File: src/rtl/reaction_timer_multi_pkg.sv
// reaction_timer_multi_pkg: shared state/result encodings, LFSR constants and BCD helpers
package reaction_timer_multi_pkg;
  typedef enum logic [1:0] {IDLE = 2'd0, WAIT = 2'd1, REACT = 2'd2, DONE = 2'd3} state_t;
  typedef enum logic [1:0] {RES_PENDING = 2'd0, RES_OK = 2'd1, RES_EARLY = 2'd2, RES_LATE = 2'd3} result_t;
  localparam logic [15:0] LFSR_SEED = 16'hACE1;
  // taps 16,14,13,11 of a right-shifting Fibonacci register sit at bits 0,2,3,5
  localparam logic [15:0] LFSR_TAPS = 16'h002D;
  localparam logic [15:0] BCD_MAX = 16'h9999;
  function automatic logic [15:0] lfsr_next(input logic [15:0] v);
    return {^(v & LFSR_TAPS), v[15:1]};
  endfunction
  function automatic logic [15:0] to_bcd(input int v);
    return {4'(v / 1000 % 10), 4'(v / 100 % 10), 4'(v / 10 % 10), 4'(v % 10)};
  endfunction
  function automatic logic [15:0] bcd_inc(input logic [15:0] v);
    logic [15:0] r;
    logic c;
    r = v;
    c = 1'b1;
    for (int d = 0; d < 4; d++)
      if (c) begin
        if (r[4*d +: 4] == 4'd9) r[4*d +: 4] = 4'd0;
        else begin
          r[4*d +: 4] = r[4*d +: 4] + 4'd1;
          c = 1'b0;
        end
      end
    return r;
  endfunction
endpackage

File: src/rtl/reaction_timer_multi_if.sv
// reaction_timer_multi_if: player/display bus; master drives i_start/i_stop, slave (the timer) drives all o_* results
interface reaction_timer_multi_if #(parameter int N_PLAYERS = 2);
  logic                   i_start;
  logic [N_PLAYERS-1:0]   i_stop;
  logic                   o_stimulus;
  logic [1:0]             o_state;
  logic [16*N_PLAYERS-1:0] o_time;
  logic [2*N_PLAYERS-1:0] o_result;
  logic [1:0]             o_winner;
  logic                   o_winner_valid;
  logic [15:0]            o_best_time;
  logic [15:0]            o_live_time;
  modport master (output i_start, i_stop,
                  input o_stimulus, o_state, o_time, o_result, o_winner, o_winner_valid, o_best_time, o_live_time);
  modport slave (input i_start, i_stop,
                 output o_stimulus, o_state, o_time, o_result, o_winner, o_winner_valid, o_best_time, o_live_time);
endinterface

File: src/rtl/reaction_timer_multi_bcd_ms_counter.sv
// reaction_timer_multi_bcd_ms_counter: ms prescaler plus 4-digit BCD up-counter
// ports: i_clk, i_reset_n (async low), i_clr (zero prescaler and count), i_en (count ms ticks), o_tick (last clock of each ms), o_live (BCD ms)
module reaction_timer_multi_bcd_ms_counter
  import reaction_timer_multi_pkg::*;
#(
  parameter int DVSR = 100000
) (
  input  logic        i_clk,
  input  logic        i_reset_n,
  input  logic        i_clr,
  input  logic        i_en,
  output logic        o_tick,
  output logic [15:0] o_live
);
  localparam int PW = DVSR > 1 ? $clog2(DVSR) : 1;
  logic [PW-1:0] pre_q, pre_d;
  logic [15:0] live_q, live_d;
  assign o_tick = pre_q == PW'(DVSR - 1);
  assign o_live = live_q;
  always_comb begin
    pre_d = (i_clr || o_tick) ? '0 : pre_q + 1'b1;
    live_d = i_clr ? '0 : (i_en && o_tick) ? bcd_inc(live_q) : live_q;
  end
  always_ff @(posedge i_clk or negedge i_reset_n)
    if (!i_reset_n) begin
      pre_q <= '0;
      live_q <= '0;
    end else begin
      pre_q <= pre_d;
      live_q <= live_d;
    end
endmodule

File: src/rtl/reaction_timer_multi.sv
// reaction_timer_multi: multi-player reaction timer with random delay, timeout, winner and best-time record
// ports: i_clk, i_reset_n (async low), bus (slave: i_start/i_stop in; stimulus, state, per-player times/results, winner, best and live time out)
module reaction_timer_multi
  import reaction_timer_multi_pkg::*;
#(
  parameter int DVSR             = 100000,
  parameter int N_PLAYERS        = 2,
  parameter int MIN_DELAY_MS     = 2000,
  parameter int DELAY_RANGE_LOG2 = 13,
  parameter int TIMEOUT_MS       = 1000
) (
  input logic i_clk,
  input logic i_reset_n,
  reaction_timer_multi_if.slave bus
);
  localparam int DW = $clog2(MIN_DELAY_MS + (1 << DELAY_RANGE_LOG2)) + 1;
  localparam logic [15:0] MASK = 16'((1 << DELAY_RANGE_LOG2) - 1);
  localparam logic [15:0] TIMEOUT_BCD = to_bcd(TIMEOUT_MS);
  state_t state_q, state_d;
  logic [15:0] lfsr_q, lfsr_d;
  logic [DW-1:0] delay_q, delay_d;
  result_t res_q [N_PLAYERS];
  result_t res_d [N_PLAYERS];
  logic [15:0] time_q [N_PLAYERS];
  logic [15:0] time_d [N_PLAYERS];
  logic [1:0] winner_q, winner_d;
  logic valid_q, valid_d;
  logic [15:0] best_q, best_d;
  logic stim_q, stim_d;
  logic fin_q, fin_d;
  logic clr, tick, all_early, any_pend, win_found;
  logic [1:0] win_idx;
  logic [15:0] win_time, live;
  reaction_timer_multi_bcd_ms_counter #(.DVSR(DVSR)) u_cnt (
    .i_clk(i_clk),
    .i_reset_n(i_reset_n),
    .i_clr(clr),
    .i_en(state_q == REACT),
    .o_tick(tick),
    .o_live(live)
  );
  // fastest ok player from the frozen results; strict compare keeps the lowest index on ties
  always_comb begin
    win_found = 1'b0;
    win_idx = 2'd0;
    win_time = BCD_MAX;
    for (int p = 0; p < N_PLAYERS; p++)
      if (res_q[p] == RES_OK && (!win_found || time_q[p] < win_time)) begin
        win_found = 1'b1;
        win_idx = 2'(p);
        win_time = time_q[p];
      end
  end
  always_comb begin
    state_d = state_q;
    lfsr_d = lfsr_next(lfsr_q);
    delay_d = delay_q;
    res_d = res_q;
    time_d = time_q;
    winner_d = winner_q;
    valid_d = valid_q;
    best_d = best_q;
    clr = 1'b0;
    all_early = 1'b1;
    any_pend = 1'b0;
    // fin_q marks the first DONE cycle, so the winner sees the registered final results
    if (fin_q) begin
      winner_d = win_idx;
      valid_d = win_found;
      if (win_found && win_time < best_q) best_d = win_time;
    end
    case (state_q)
      WAIT: begin
        if (tick && delay_q != '0) delay_d = delay_q - 1'b1;
        for (int p = 0; p < N_PLAYERS; p++) begin
          if (bus.i_stop[p] && res_q[p] == RES_PENDING) begin
            res_d[p] = RES_EARLY;
            time_d[p] = BCD_MAX;
          end
          all_early = all_early & (res_d[p] == RES_EARLY);
        end
        if (all_early) state_d = DONE;
        else if (tick && delay_q == '0) begin
          state_d = REACT;
          clr = 1'b1;
        end
      end
      REACT: begin
        // a stop beats the timeout when both land in the same cycle
        for (int p = 0; p < N_PLAYERS; p++) begin
          if (res_q[p] == RES_PENDING) begin
            if (bus.i_stop[p]) begin
              res_d[p] = RES_OK;
              time_d[p] = live;
            end else if (live == TIMEOUT_BCD) begin
              res_d[p] = RES_LATE;
              time_d[p] = TIMEOUT_BCD;
            end
          end
          any_pend = any_pend | (res_d[p] == RES_PENDING);
        end
        if (!any_pend) state_d = DONE;
      end
      default: if (bus.i_start) begin
        delay_d = DW'(MIN_DELAY_MS) + DW'(lfsr_q & MASK);
        clr = 1'b1;
        for (int p = 0; p < N_PLAYERS; p++) begin
          res_d[p] = RES_PENDING;
          time_d[p] = '0;
        end
        valid_d = 1'b0;
        state_d = WAIT;
      end
    endcase
    stim_d = state_d == REACT;
    fin_d = state_q != DONE && state_d == DONE;
  end
  always_ff @(posedge i_clk or negedge i_reset_n)
    if (!i_reset_n) begin
      state_q <= IDLE;
      lfsr_q <= LFSR_SEED;
      delay_q <= '0;
      for (int p = 0; p < N_PLAYERS; p++) begin
        res_q[p] <= RES_PENDING;
        time_q[p] <= '0;
      end
      winner_q <= 2'd0;
      valid_q <= 1'b0;
      best_q <= BCD_MAX;
      stim_q <= 1'b0;
      fin_q <= 1'b0;
    end else begin
      state_q <= state_d;
      lfsr_q <= lfsr_d;
      delay_q <= delay_d;
      res_q <= res_d;
      time_q <= time_d;
      winner_q <= winner_d;
      valid_q <= valid_d;
      best_q <= best_d;
      stim_q <= stim_d;
      fin_q <= fin_d;
    end
  for (genvar g = 0; g < N_PLAYERS; g++) begin : g_out
    assign bus.o_time[16*g +: 16] = time_q[g];
    assign bus.o_result[2*g +: 2] = res_q[g];
  end
  assign bus.o_stimulus = stim_q;
  assign bus.o_state = state_q;
  assign bus.o_winner = winner_q;
  assign bus.o_winner_valid = valid_q;
  assign bus.o_best_time = best_q;
  assign bus.o_live_time = live;
endmodule

File: src/flat_wrapper.sv
// flat-port wrapper written by rule: the top's interface ports become plain ports
module reaction_timer_multi_flat import reaction_timer_multi_pkg::*;
#(
  parameter int DVSR             = 100000,
  parameter int N_PLAYERS        = 2,
  parameter int MIN_DELAY_MS     = 2000,
  parameter int DELAY_RANGE_LOG2 = 13,
  parameter int TIMEOUT_MS       = 1000
)
  (i_clk, i_reset_n, bus_i_start, bus_i_stop, bus_o_stimulus, bus_o_state, bus_o_time, bus_o_result, bus_o_winner, bus_o_winner_valid, bus_o_best_time, bus_o_live_time);
  reaction_timer_multi_if #(.N_PLAYERS(N_PLAYERS)) bus_i ();
  input logic i_clk;
  input logic i_reset_n;
  input wire logic [$bits(bus_i.i_start)-1:0] bus_i_start;
  input wire logic [$bits(bus_i.i_stop)-1:0] bus_i_stop;
  output wire logic [$bits(bus_i.o_stimulus)-1:0] bus_o_stimulus;
  output wire logic [$bits(bus_i.o_state)-1:0] bus_o_state;
  output wire logic [$bits(bus_i.o_time)-1:0] bus_o_time;
  output wire logic [$bits(bus_i.o_result)-1:0] bus_o_result;
  output wire logic [$bits(bus_i.o_winner)-1:0] bus_o_winner;
  output wire logic [$bits(bus_i.o_winner_valid)-1:0] bus_o_winner_valid;
  output wire logic [$bits(bus_i.o_best_time)-1:0] bus_o_best_time;
  output wire logic [$bits(bus_i.o_live_time)-1:0] bus_o_live_time;
  assign bus_i.i_start = bus_i_start;
  assign bus_i.i_stop = bus_i_stop;
  assign bus_o_stimulus = bus_i.o_stimulus;
  assign bus_o_state = bus_i.o_state;
  assign bus_o_time = bus_i.o_time;
  assign bus_o_result = bus_i.o_result;
  assign bus_o_winner = bus_i.o_winner;
  assign bus_o_winner_valid = bus_i.o_winner_valid;
  assign bus_o_best_time = bus_i.o_best_time;
  assign bus_o_live_time = bus_i.o_live_time;
  reaction_timer_multi #(.DVSR(DVSR), .N_PLAYERS(N_PLAYERS), .MIN_DELAY_MS(MIN_DELAY_MS), .DELAY_RANGE_LOG2(DELAY_RANGE_LOG2), .TIMEOUT_MS(TIMEOUT_MS)) u_core (.i_clk(i_clk), .i_reset_n(i_reset_n), .bus(bus_i));
endmodule
File: config.mk
export PLATFORM = sky130hd
export DESIGN_NAME = reaction_timer_multi_flat
export DESIGN_NICKNAME = d
export VERILOG_FILES = /design/src/rtl/reaction_timer_multi_pkg.sv /design/src/rtl/reaction_timer_multi_if.sv /design/src/rtl/reaction_timer_multi_bcd_ms_counter.sv /design/src/rtl/reaction_timer_multi.sv /design/src/flat_wrapper.sv
export SDC_FILE = /design/constraint.sdc
export NUM_CORES = 1
export LEC_CHECK = 0
export CELL_PAD_IN_SITES_DETAIL_PLACEMENT = 1
export CELL_PAD_IN_SITES_GLOBAL_PLACEMENT = 2
export CORE_MARGIN = 5
export CORE_UTILIZATION = 38
export CTS_CLUSTER_DIAMETER = 80
export DETAILED_ROUTE_END_ITERATION = 8
export GPL_TIMING_DRIVEN = 0
export PLACE_DENSITY = 0.86
export SYNTH_ARGS = -nofsm -noshare
export SYNTH_HDL_FRONTEND = slang
export SYNTH_SLANG_ARGS = --single-unit
File: constraint.sdc
create_clock -name i_clk -period 10.2 [get_ports i_clk]
set_clock_uncertainty 0.2 [all_clocks]
set_input_delay 2.04 -clock i_clk [delete_from_list [all_inputs] [get_ports i_clk]]
set_output_delay 2.04 -clock i_clk [all_outputs]
set_load 0.005 [all_outputs]
==> impl_results.md, run 1 <==
- CP Cell Sequence: buf_2 > inv_2 > nor2_1 > clkbuf_1 > nand2_1 > ha_1 > a21oi_1 > nor2_1 > a211oi_1 > a211oi_2 > or2_4 > a21oi_1 > a22o_1 > ha_1 > a21o_1 > a21oi_1 > nor2_1 > o21ai_0 > nand3_1 > a21oi_1 > a21oi_4 > buf_6 > mux2_4
- Startpoint types: flip-flop
- Post-DP HPWL: 15.7 mm
- Placed Cells incl. Taps: 1042
- Crit Path Max Fanout: 10
- Pwr dens: 265 nW/um^2
- Net Sw Frac: 40.7%
- Sequential share of power: 31.1%
- HP Class: flip-flop to flip-flop
- Reg2Reg Setup Slack: 3960 ps
- # port buffers: 76
- Die area: 21100 um^2
- Synth async-reset ratio: 100%
- Fin crit period: 6240 ps
- Reg-to-Reg Start: u_core.bus.o_result[0]
- Synth Warn #: 0
- Antenna diodes: 0
- Mapped Area: 6940 um^2
- Number of flops mapped to enable cells by yosys: 0
- DP Worst Slack: 4080 ps
- ANT nets after route: 0
- Peak VDD IR: 132 uV
- Hold Crit Start: u_core.lfsr_q[14]
- Leakage dissipation: 3.60 nW
- Critical path launch point: u_core.bus.o_result[0]
- TritonCTS Buffers: 17
- Post-synthesis cell count: 736
- Worst Path Required: 10300 ps
- Distinct cells, synth: 66
- Final WL: 20.9 mm
- Post-CTS setup buffer count: 0
- CTS Hold Bufs: 0
- # rows: 49
- Die width: 145 um
- Filler cells: 2051
- Peak Freq: 160 MHz
- FF-to-FF path depth: 23
- Violation count after the first detailed-routing iteration: 244
- Setup TNS: 0 ps
- Actual slew at the worst max-slew pin: 943 ps
- Setup crit end: u_core.bus.o_best_time[9]
- GPL Wtd Cong: 0.792
- CTS tree: yes
- Most frequent CP cell: a21oi_1
- WP buf/inv: 4
- Biggest cell delay along the critical path: 750 ps
- Synth Net Count: 788
- Reg area: 3070 um^2
- Layout area overhead: 24.2%
- Clock latency on the worst-skew pair: 420 ps
- Total GRT Usage: 20.1%
- WL/cell: 19.5 um
- Post-route insts no fill: 1074
- Final worst-path cycle share: 61.1%
- Footprint of the multi-input gates: 3590 um^2
- Vias: 5965
- CP Capture Type: flip-flop
- WP data arrival: 6340 ps
- Sw power: 0.929 mW
- Nets@finish: 884
- Bufs on Longest Clock Path: 2
- Die height: 145 um
- CTS H-tree depth: 4
- Clock power share: 27.2%
- CP Class: flip-flop to flip-flop
- Max Cap Viol: 0
- Final WS setup: 3960 ps
- Core area: 18000 um^2
- Internal power: 1.35 mW
- Vias/cell: 5.55
- Cell count along the critical path: 23
- CTS sink count: 122
- Seq/Total Area, Yosys: 44.3%
- Syn Area/Cell: 9.43 um^2
- Slew headroom: 37.1%
- RSZ-0062 raised after global routing: no
- Final Power: 2.28 mW
- Io pins: 79
- Starting Density: 38.6%
- Reg2reg end: u_core.bus.o_best_time[9]
- First-pass GRT wire length: 34.8 mm
- Vias in the first global route: 6518
- Slowest cell on crit path: a21oi_1
- Number of synthesized register bits: 122
- Comb pwr share: 41.6%
- Worst path top cell family by delay: compound AO/OA/AOI/OAI gates
- CTS Root Cell: clkbuf_16
- Final setup viols: 0
- Share of cells above drive strength 1: 9.94%
- Hold Fails Final Rpt: 0
- DRC Markers: 0
- Final slew viol count: 0
- Initial antenna violation count: 0
- Clk slew on worst S/H paths: 60 ps
- Area leader, netlist: dfrtp_1
- Status: complete, no violations
- Pre-antenna DRT Iters: 4
- PostCTS Resize Cnt: 0
- Largest net degree at the start of global routing: 88
- GRT overflow: 0
- Yosys top cell area share: 38.2%
- Top_reg_cell synth: dfrtp_1
- Area contributors post-synth: dfrtp_1 38%, ha_1 8.5%, dfstp_2 6.1%
## cell usage in the layout, fill, tap and decap left out, types with 4 or more instances in the layout
cell type,synthesis,routed
o22ai_1,13,13
o21ai_1,35,35
dfrtp_1,106,106
o21ai_0,26,26
mux2_1,6,6
and2_1,10,10
nand2_1,84,84
nor3_1,12,12
o22a_1,7,7
clkdlybuf4s50_1,0,75
or3_1,5,5
a21oi_1,49,49
nor3b_1,4,4
xor2_1,19,19
o31ai_1,24,24
clkinv_4,0,4
nand3_1,32,32
a22o_1,8,8
a211oi_1,5,5
clkbuf_16,0,17
dfstp_2,16,16
ha_1,47,47
mux2_4,9,9
clkbuf_1,25,26
nor2_1,61,61
inv_1,31,31
buf_2,6,6
nand2b_1,5,5
xnor2_1,9,9
and3_1,5,5
nand4_1,13,13
## kinds of logic (layout without fill, tap and decap cells)
| group | Yosys count | after routing | share of synthesized area (%) |
|---|---|---|---|
| flip-flops | 122 | 122 | 44.3 |
| multiplexers | 18 | 18 | 3.39 |
| buffers and inverters | 68 | 177 | 3.95 |
| other | 1 | 1 | 0.0540 |
| AO/OA/AOI/OAI | 196 | 196 | 18.0 |
| XOR/XNOR | 28 | 28 | 3.53 |
| AND/OR/NAND/NOR | 256 | 256 | 18.4 |
| adder cells (fa/ha/maj) | 47 | 47 | 8.47 |
## Yosys cell counts, types with 4 or more instances
| cell type | number |
|---|---|
| o21ai_1 | 35 |
| a22o_1 | 8 |
| dfstp_2 | 16 |
| ha_1 | 47 |
| o22a_1 | 7 |
| and2_1 | 10 |
| buf_2 | 6 |
| nand2b_1 | 5 |
| xor2_1 | 19 |
| nor3b_1 | 4 |
| mux2_4 | 9 |
| dfrtp_1 | 106 |
| clkbuf_1 | 25 |
| mux2_1 | 6 |
| nand2_1 | 84 |
| nand3_1 | 32 |
| a21oi_1 | 49 |
| o22ai_1 | 13 |
| or3_1 | 5 |
| and3_1 | 5 |
| a211oi_1 | 5 |
| o31ai_1 | 24 |
| nor2_1 | 61 |
| nand4_1 | 13 |
| inv_1 | 31 |
| nor3_1 | 12 |
| xnor2_1 | 9 |
| o21ai_0 | 26 |
## power by group through the flow
stage               clock, mW  combinational, mW  sequential [mW]
finish                  0.622              0.951            0.711
global route            0.657               1.05            0.725
CTS                     0.634              0.961            0.711
detailed placement          0              0.947            0.717
global placement            0              0.910            0.708
floorplan                   0              0.593            0.681
## final cells by class
cell class	count	share of cell area, %
Inverter	33	1.44
Tap cell	229	3.33
Sequential cell	122	35.7
Multi-Input combinational cell	546	41.7
Buffer	35	1.74
Clock buffer	18	4.98
Clock inverter	14	2.00
Timing Repair Buffer	77	9.16
## metal layers
layer  GRT usage, %  vias to the layer above  wire [um]
li1               -                     2827          -
met1           23.8                     3023       8900
met2           36.4                       92      11000
met3           4.52                       23        711
met4           5.60                        0        304
met5              0                        -          0
## metrics by stage
| stage | util [%] | area, um^2 | hold WS, ps |
|---|---|---|---|
| after CTS | 48.0 | 8620 | 161 |
| after detailed placement | 44.6 | 8020 | 139 |
| final | 48.0 | 8620 | 164 |
| after global placement | 44.5 | 7990 | 146 |
| after floorplan | - | 6940 | 133 |
| after global routing | 48.0 | 8620 | 177 |
## worst min path at each step
| stage | end | slack [ps] | cells after the start |
|---|---|---|---|
| final | u_core.lfsr_q[13] | 160 | 0 |
| after global routing | u_core.lfsr_q[13] | 180 | 0 |
| after CTS | u_core.lfsr_q[13] | 160 | 0 |
| after detailed placement | u_core.lfsr_q[13] | 140 | 0 |
| after global placement | u_core.lfsr_q[13] | 150 | 0 |
| after floorplan | u_core.lfsr_q[13] | 130 | 0 |
## state kept, by name (all words and copies together) (netlist names)
register and flops:
u_core.u_cnt.pre_q 17, u_core.bus.o_best_time 16, u_core.bus.o_result 4, u_core.bus.o_state 2, u_core.u_cnt.o_live 16, u_core.bus.o_winner_valid 1, u_core.bus.o_time 32, u_core.lfsr_q 16
u_core.delay_q 15, u_core.bus.o_stimulus 1, u_core.fin_q 1, u_core.bus.o_winner 1
Note: power is estimated with default switching activity, not from simulation.
==> run 2, diff against run 1 <==
--- a/config.mk
+++ b/config.mk
@@ -8,11 +8,11 @@
 export CELL_PAD_IN_SITES_DETAIL_PLACEMENT = 1
 export CELL_PAD_IN_SITES_GLOBAL_PLACEMENT = 2
 export CORE_MARGIN = 5
-export CORE_UTILIZATION = 38
+export CORE_UTILIZATION = 32
 export CTS_CLUSTER_DIAMETER = 80
 export DETAILED_ROUTE_END_ITERATION = 8
 export GPL_TIMING_DRIVEN = 0
-export PLACE_DENSITY = 0.86
+export PLACE_DENSITY = 0.77
 export SYNTH_ARGS = -nofsm -noshare
 export SYNTH_HDL_FRONTEND = slang
 export SYNTH_SLANG_ARGS = --single-unit
==> constraint.sdc (replaced) <==
create_clock -name i_clk -period 5.6 [get_ports i_clk]
set_clock_uncertainty 0.2 [all_clocks]
set_input_delay 1.12 -clock i_clk [delete_from_list [all_inputs] [get_ports i_clk]]
set_output_delay 1.12 -clock i_clk [all_outputs]
set_load 0.005 [all_outputs]
==> run 2 against run 1 <==
Against the previous run: critical path type unchanged; count of clock-buffer cells in the layout increased by 1; die area grew 17%; via count increased by 0.23%; clock power increased by 88%; core utilization shrank 6.7 points; critical path depth unchanged.
==> impl_results.md, run 2 (synthesis results as in run 1) <==
- TritonCTS Buffers: 17
- Share of cells above drive strength 1: 10.9%
- WP buf/inv: 4
- Final Core Density: 41.3%
- Hold Fails Final Rpt: 0
- CTS Hold Bufs: 0
- Fin crit period: 5310 ps
- Crit Path Max Fanout: 10
- Reg2Reg Setup Slack: 290 ps
- Total GRT Usage: 18.3%
- CTS tree: yes
- Die width: 157 um
- Clk slew on worst S/H paths: 60 ps
- Final worst-path cycle share: 94.9%
- Setup TNS: 0 ps
- Most frequent CP cell: nor2_1
- Reg-to-Reg Start: u_core.bus.o_result[0]
- Final slew viol count: 0
- Peak Freq: 188 MHz
- Most frequent cells in the layout: 106 x dfrtp_1, 84 x nand2_1, 75 x clkdlybuf4s50_1
- Die area: 24700 um^2
- CP Capture Type: flip-flop
- CP Class: flip-flop to flip-flop
- Max FFs per register: 32
- Starting Density: 32.8%
- Vias in the first global route: 6602
- Final WL: 21.7 mm
- Final WS setup: 286 ps
- CP Cell Sequence: buf_2 > inv_2 > nor2_1 > clkbuf_4 > nand2_1 > ha_1 > nand3_1 > o21bai_1 > a211oi_2 > a211oi_2 > or2_4 > a21oi_4 > a22o_1 > ha_1 > a21o_1 > a21oi_1 > nor2_1 > o21ai_1 > nand3_1 > nor2_1 > a21oi_4 > buf_6 > mux2_4
- Initial antenna violation count: 0
- GRT overflow: 0
- Pre-antenna DRT Iters: 5
- Layout area overhead: 25.8%
- Footprint of the multi-input gates: 3630 um^2
- RSZ-0062 raised after global routing: no
- Worst path top cell family by delay: compound AO/OA/AOI/OAI gates
- Min-Delay Endpoint: u_core.lfsr_q[13]
- Pwr dens: 484 nW/um^2
- Post-CTS setup buffer count: 0
- Hold depth: 0
- Leakage dissipation: 3.61 nW
- Clock latency on the worst-skew pair: 430 ps
- Peak VDD IR: 200 uV
- DP Worst Slack: -655 ps
- Actual slew at the worst max-slew pin: 824 ps
- Max Cap Viol: 0
- GPL Wtd Cong: 0.809
- Final setup viols: 0
- DRC Markers: 0
- Reg2reg end: u_core.bus.o_best_time[10]
- Core area: 21200 um^2
- CTS Root Cell: clkbuf_16
- Worst Path Required: 5710 ps
- Filler cells: 2413
- Startpoint types: flip-flop
- Most common cell after layout, fill and taps aside: dfrtp_1
- # rows: 53
- ANT nets after route: 0
- # port buffers: 76
- Violation count after the first detailed-routing iteration: 177
- WP data arrival: 5420 ps
- Reg area: 3070 um^2
- Hold Crit Start: u_core.lfsr_q[14]
- First-pass GRT wire length: 35.8 mm
- Status: complete, no violations
- Io pins: 79
- Bufs on Longest Clock Path: 2
- Nets@finish: 883
- PostCTS Resize Cnt: 7
- Slew headroom: 45.0%
- Die height: 157 um
- WL/cell: 19.4 um
- Vias/cell: 5.34
- Largest net degree at the start of global routing: 100
- Post-DP HPWL: 16.4 mm
- Slowest cell on crit path: a211oi_2
- HP Class: flip-flop to flip-flop
- Vias: 5979
- Biggest cell delay along the critical path: 350 ps
- FF-to-FF path depth: 23
- Antenna diodes: 0
- CTS sink count: 122
- CTS H-tree depth: 4
run 2: cell type report:
type | instances | area share, %
clock inverter | 13 | 1.91
buffer | 34 | 1.72
sequential | 122 | 35.2
tap | 275 | 3.94
timing repair buffer | 77 | 9.04
multi-input combinational | 546 | 41.6
clock buffer | 19 | 5.19
inverter | 33 | 1.42
run 2: how the worst max path moves through the flow:
stage,start,endpoint,slack (ps),depth (start not counted)
after CTS,u_core.bus.o_result[1],u_core.bus.o_best_time[13],50,22
after detailed placement,u_core.bus.o_result[1],u_core.bus.o_best_time[13],-660,22
after global routing,u_core.bus.o_result[0],u_core.bus.o_best_time[13],40,23
after global placement,i_reset_n,u_core.lfsr_q[8],-1660,1
after floorplan,u_core.bus.o_result[1],u_core.bus.o_best_time[10],900,22
final,u_core.bus.o_result[0],u_core.bus.o_best_time[10],290,23
run 2: per-layer routing:
metal	part of all wire (%)	track usage [%]	vias to the layer above
li1	-	-	2831
met1	43	21.9	3013
met2	52	32.9	105
met3	3.7	3.60	30
met4	1.8	5.82	0
met5	0	0	-
run 2: metrics by stage:
step	power [mW]	area (um^2)	cells	hold slack, ps
after CTS	4.27	8720	1119	168
after global placement	2.96	8040	1087	143
after detailed placement	3.07	8070	1088	153
after floorplan	2.32	6940	736	133
after global routing	4.53	8730	1119	173
final	4.22	8730	1119	163
run 2: report_power, final:
group,switching (mW),internal (mW)
registers,0.235,1.06
clock network,0.441,0.727
logic,1.05,0.708
==> run 3, diff against run 2 <==
--- a/config.mk
+++ b/config.mk
@@ -12,7 +12,7 @@
 export CTS_CLUSTER_DIAMETER = 80
 export DETAILED_ROUTE_END_ITERATION = 8
 export GPL_TIMING_DRIVEN = 0
-export PLACE_DENSITY = 0.77
+export PLACE_DENSITY = 0.8
 export SYNTH_ARGS = -nofsm -noshare
 export SYNTH_HDL_FRONTEND = slang
 export SYNTH_SLANG_ARGS = --single-unit
==> run 3 against run 2 <==
Against the previous run: wire length decreased by 6.1%; sequential cell count unchanged; count of clock-buffer cells in the layout rose by 3; clock power is 14% lower; core utilization shrank 0.42 points; critical path depth did not move; fmax down 1.3%; via count is 2.8% lower; sequential power about the same; critical path type unchanged; critical endpoint is now u_core.bus.o_best_time[1]; largest power group unchanged; highest routed layer unchanged.
==> impl_results.md, run 3 (synthesis results as in run 1) <==
- Pwr dens: 464 nW/um^2
- Most frequent cells in the layout: 106 x dfrtp_1, 84 x nand2_1, 75 x clkdlybuf4s50_1
- Biggest cell delay along the critical path: 370 ps
- Layout area overhead: 24.5%
- Vias/cell: 5.20
- Violation count after the first detailed-routing iteration: 304
- Largest net degree at the start of global routing: 93
- Die area: 24700 um^2
- Actual slew at the worst max-slew pin: 757 ps
- CTS sink count: 122
- WP data arrival: 5490 ps
- Min-Delay Endpoint: u_core.lfsr_q[13]
- Final WS setup: 215 ps
- Post-CTS setup buffer count: 0
- Final slew viol count: 0
- Reg2Reg Setup Slack: 220 ps
- Peak VDD IR: 235 uV
- Vias in the first global route: 6191
- GRT overflow: 0
- Starting Density: 32.8%
- DP Worst Slack: -529 ps
- Share of cells above drive strength 1: 10.4%
- CTS H-tree depth: 4
- Die height: 157 um
- Most frequent CP cell: a21oi_1
- # rows: 53
- HP Class: flip-flop to flip-flop
- WL/cell: 18.2 um
- Bufs on Longest Clock Path: 2
- Antenna diodes: 0
- Hold Crit Start: u_core.lfsr_q[14]
- Slew headroom: 49.4%
- Hold depth: 0
- CP Capture Type: flip-flop
- Max Cap Viol: 0
- Fin crit period: 5380 ps
- Max FFs per register: 32
- Status: complete, no violations
- Final Power: 4.01 mW
- RSZ-0062 raised after global routing: no
- Pre-antenna DRT Iters: 4
- Startpoint types: flip-flop
- CTS Root Cell: clkbuf_16
- Total GRT Usage: 17.5%
- Final WL: 20.3 mm
- Io pins: 79
- CP Class: flip-flop to flip-flop
- Peak Freq: 186 MHz
- Most common cell after layout, fill and taps aside: dfrtp_1
- CP Cell Sequence: buf_2 > inv_2 > nor2_1 > clkbuf_4 > nand2_1 > ha_1 > a21oi_1 > nor2_1 > a211oi_1 > a211oi_2 > or2_4 > a21oi_4 > a22o_1 > ha_1 > a21o_1 > nand3_1 > a21oi_1 > nor4b_1 > nand3_1 > a21oi_1 > a21oi_4 > buf_6 > mux2_4
- DRC Markers: 0
- Initial antenna violation count: 0
- Hold Fails Final Rpt: 0
- First-pass GRT wire length: 34.1 mm
- Die width: 157 um
- Worst path top cell family by delay: compound AO/OA/AOI/OAI gates
- # port buffers: 76
- WP buf/inv: 4
- Worst Path Required: 5710 ps
- Reg2reg end: u_core.bus.o_best_time[1]
- Nets@finish: 883
- Setup TNS: 0 ps
- Crit Path Max Fanout: 10
- Post-DP HPWL: 15.4 mm
- Clk slew on worst S/H paths: 60 ps
- FF-to-FF path depth: 23
- Reg-to-Reg Start: u_core.bus.o_result[0]
- Leakage dissipation: 3.57 nW
- CTS tree: yes
- Final setup viols: 0
- GPL Wtd Cong: 0.809
- Vias: 5814
- Clock latency on the worst-skew pair: 430 ps
- ANT nets after route: 0
- Final worst-path cycle share: 96.2%
- Slowest cell on crit path: a211oi_1
- TritonCTS Buffers: 17
- Core area: 21200 um^2
## run 3: cell count changes in the layout (fill, tap and decap cells not counted), sizes merged
| cell | change |
|---|---|
| clkinvlp | +1 |
| inv | -3 |
| clkbuf | +3 |
| bufinv | -3 |
| clkinv | +2 |
## run 3: area by class of cell
| cell class | instances | area [um^2] |
|---|---|---|
| plain buffers | 34 | 150 |
| clock buffers | 22 | 464 |
| clock inverters | 10 | 71.3 |
| fillers | 2415 | 12500 |
| inverters | 33 | 124 |
| multi-input cells | 546 | 3620 |
| flip-flops and latches | 122 | 3070 |
| well taps | 275 | 344 |
| repair buffers | 77 | 790 |
## run 3: worst max-delay path by stage
stage	start	end	slack [ps]	cells after the start
2_1_floorplan	u_core.bus.o_result[1]	u_core.bus.o_best_time[10]	900	22
3_3_place_gp	i_reset_n	u_core.lfsr_q[8]	-1860	1
3_5_place_dp	u_core.bus.o_result[0]	u_core.bus.o_best_time[1]	-530	23
4_1_cts	u_core.bus.o_result[1]	u_core.bus.o_best_time[1]	30	22
5_1_grt	u_core.bus.o_result[0]	u_core.bus.o_best_time[14]	2	23
6_report	u_core.bus.o_result[0]	u_core.bus.o_best_time[1]	220	23
## run 3: through the flow
| step | instances | util (%) | hold WS [ps] | instance area [um^2] |
|---|---|---|---|---|
| after floorplan | 736 | - | 133 | 6940 |
| after global placement | 1087 | 38.0 | 137 | 8040 |
| after detailed placement | 1088 | 38.2 | 140 | 8070 |
| after CTS | 1120 | 40.8 | 154 | 8630 |
| after global routing | 1119 | 40.8 | 169 | 8640 |
| final | 1119 | 40.8 | 150 | 8640 |
## run 3: layer usage
metal | up-vias | global-route usage [%] | part of all wire (%)
li1 | 2815 | - | -
met1 | 2877 | 23.2 | 46
met2 | 102 | 29.5 | 49
met3 | 20 | 3.22 | 3.6
met4 | 0 | 4.96 | 1.3
met5 | - | 0 | 0
## run 3: what timing repair did
item / CTS / global route
hold buffers: 0 / 0
setup endpoints to repair: 16 / 16
gates resized for setup: 5 / 6
pin swaps: 0 / 0
gates cloned: 0 / 0
## run 3: power breakdown
group | internal [mW] | switching, mW | total (mW)
Combinational | 0.704 | 1.00 | 1.71
Clock | 0.587 | 0.420 | 1.01
Sequential | 1.06 | 0.229 | 1.29
Total | 2.36 | 1.65 | 4.01
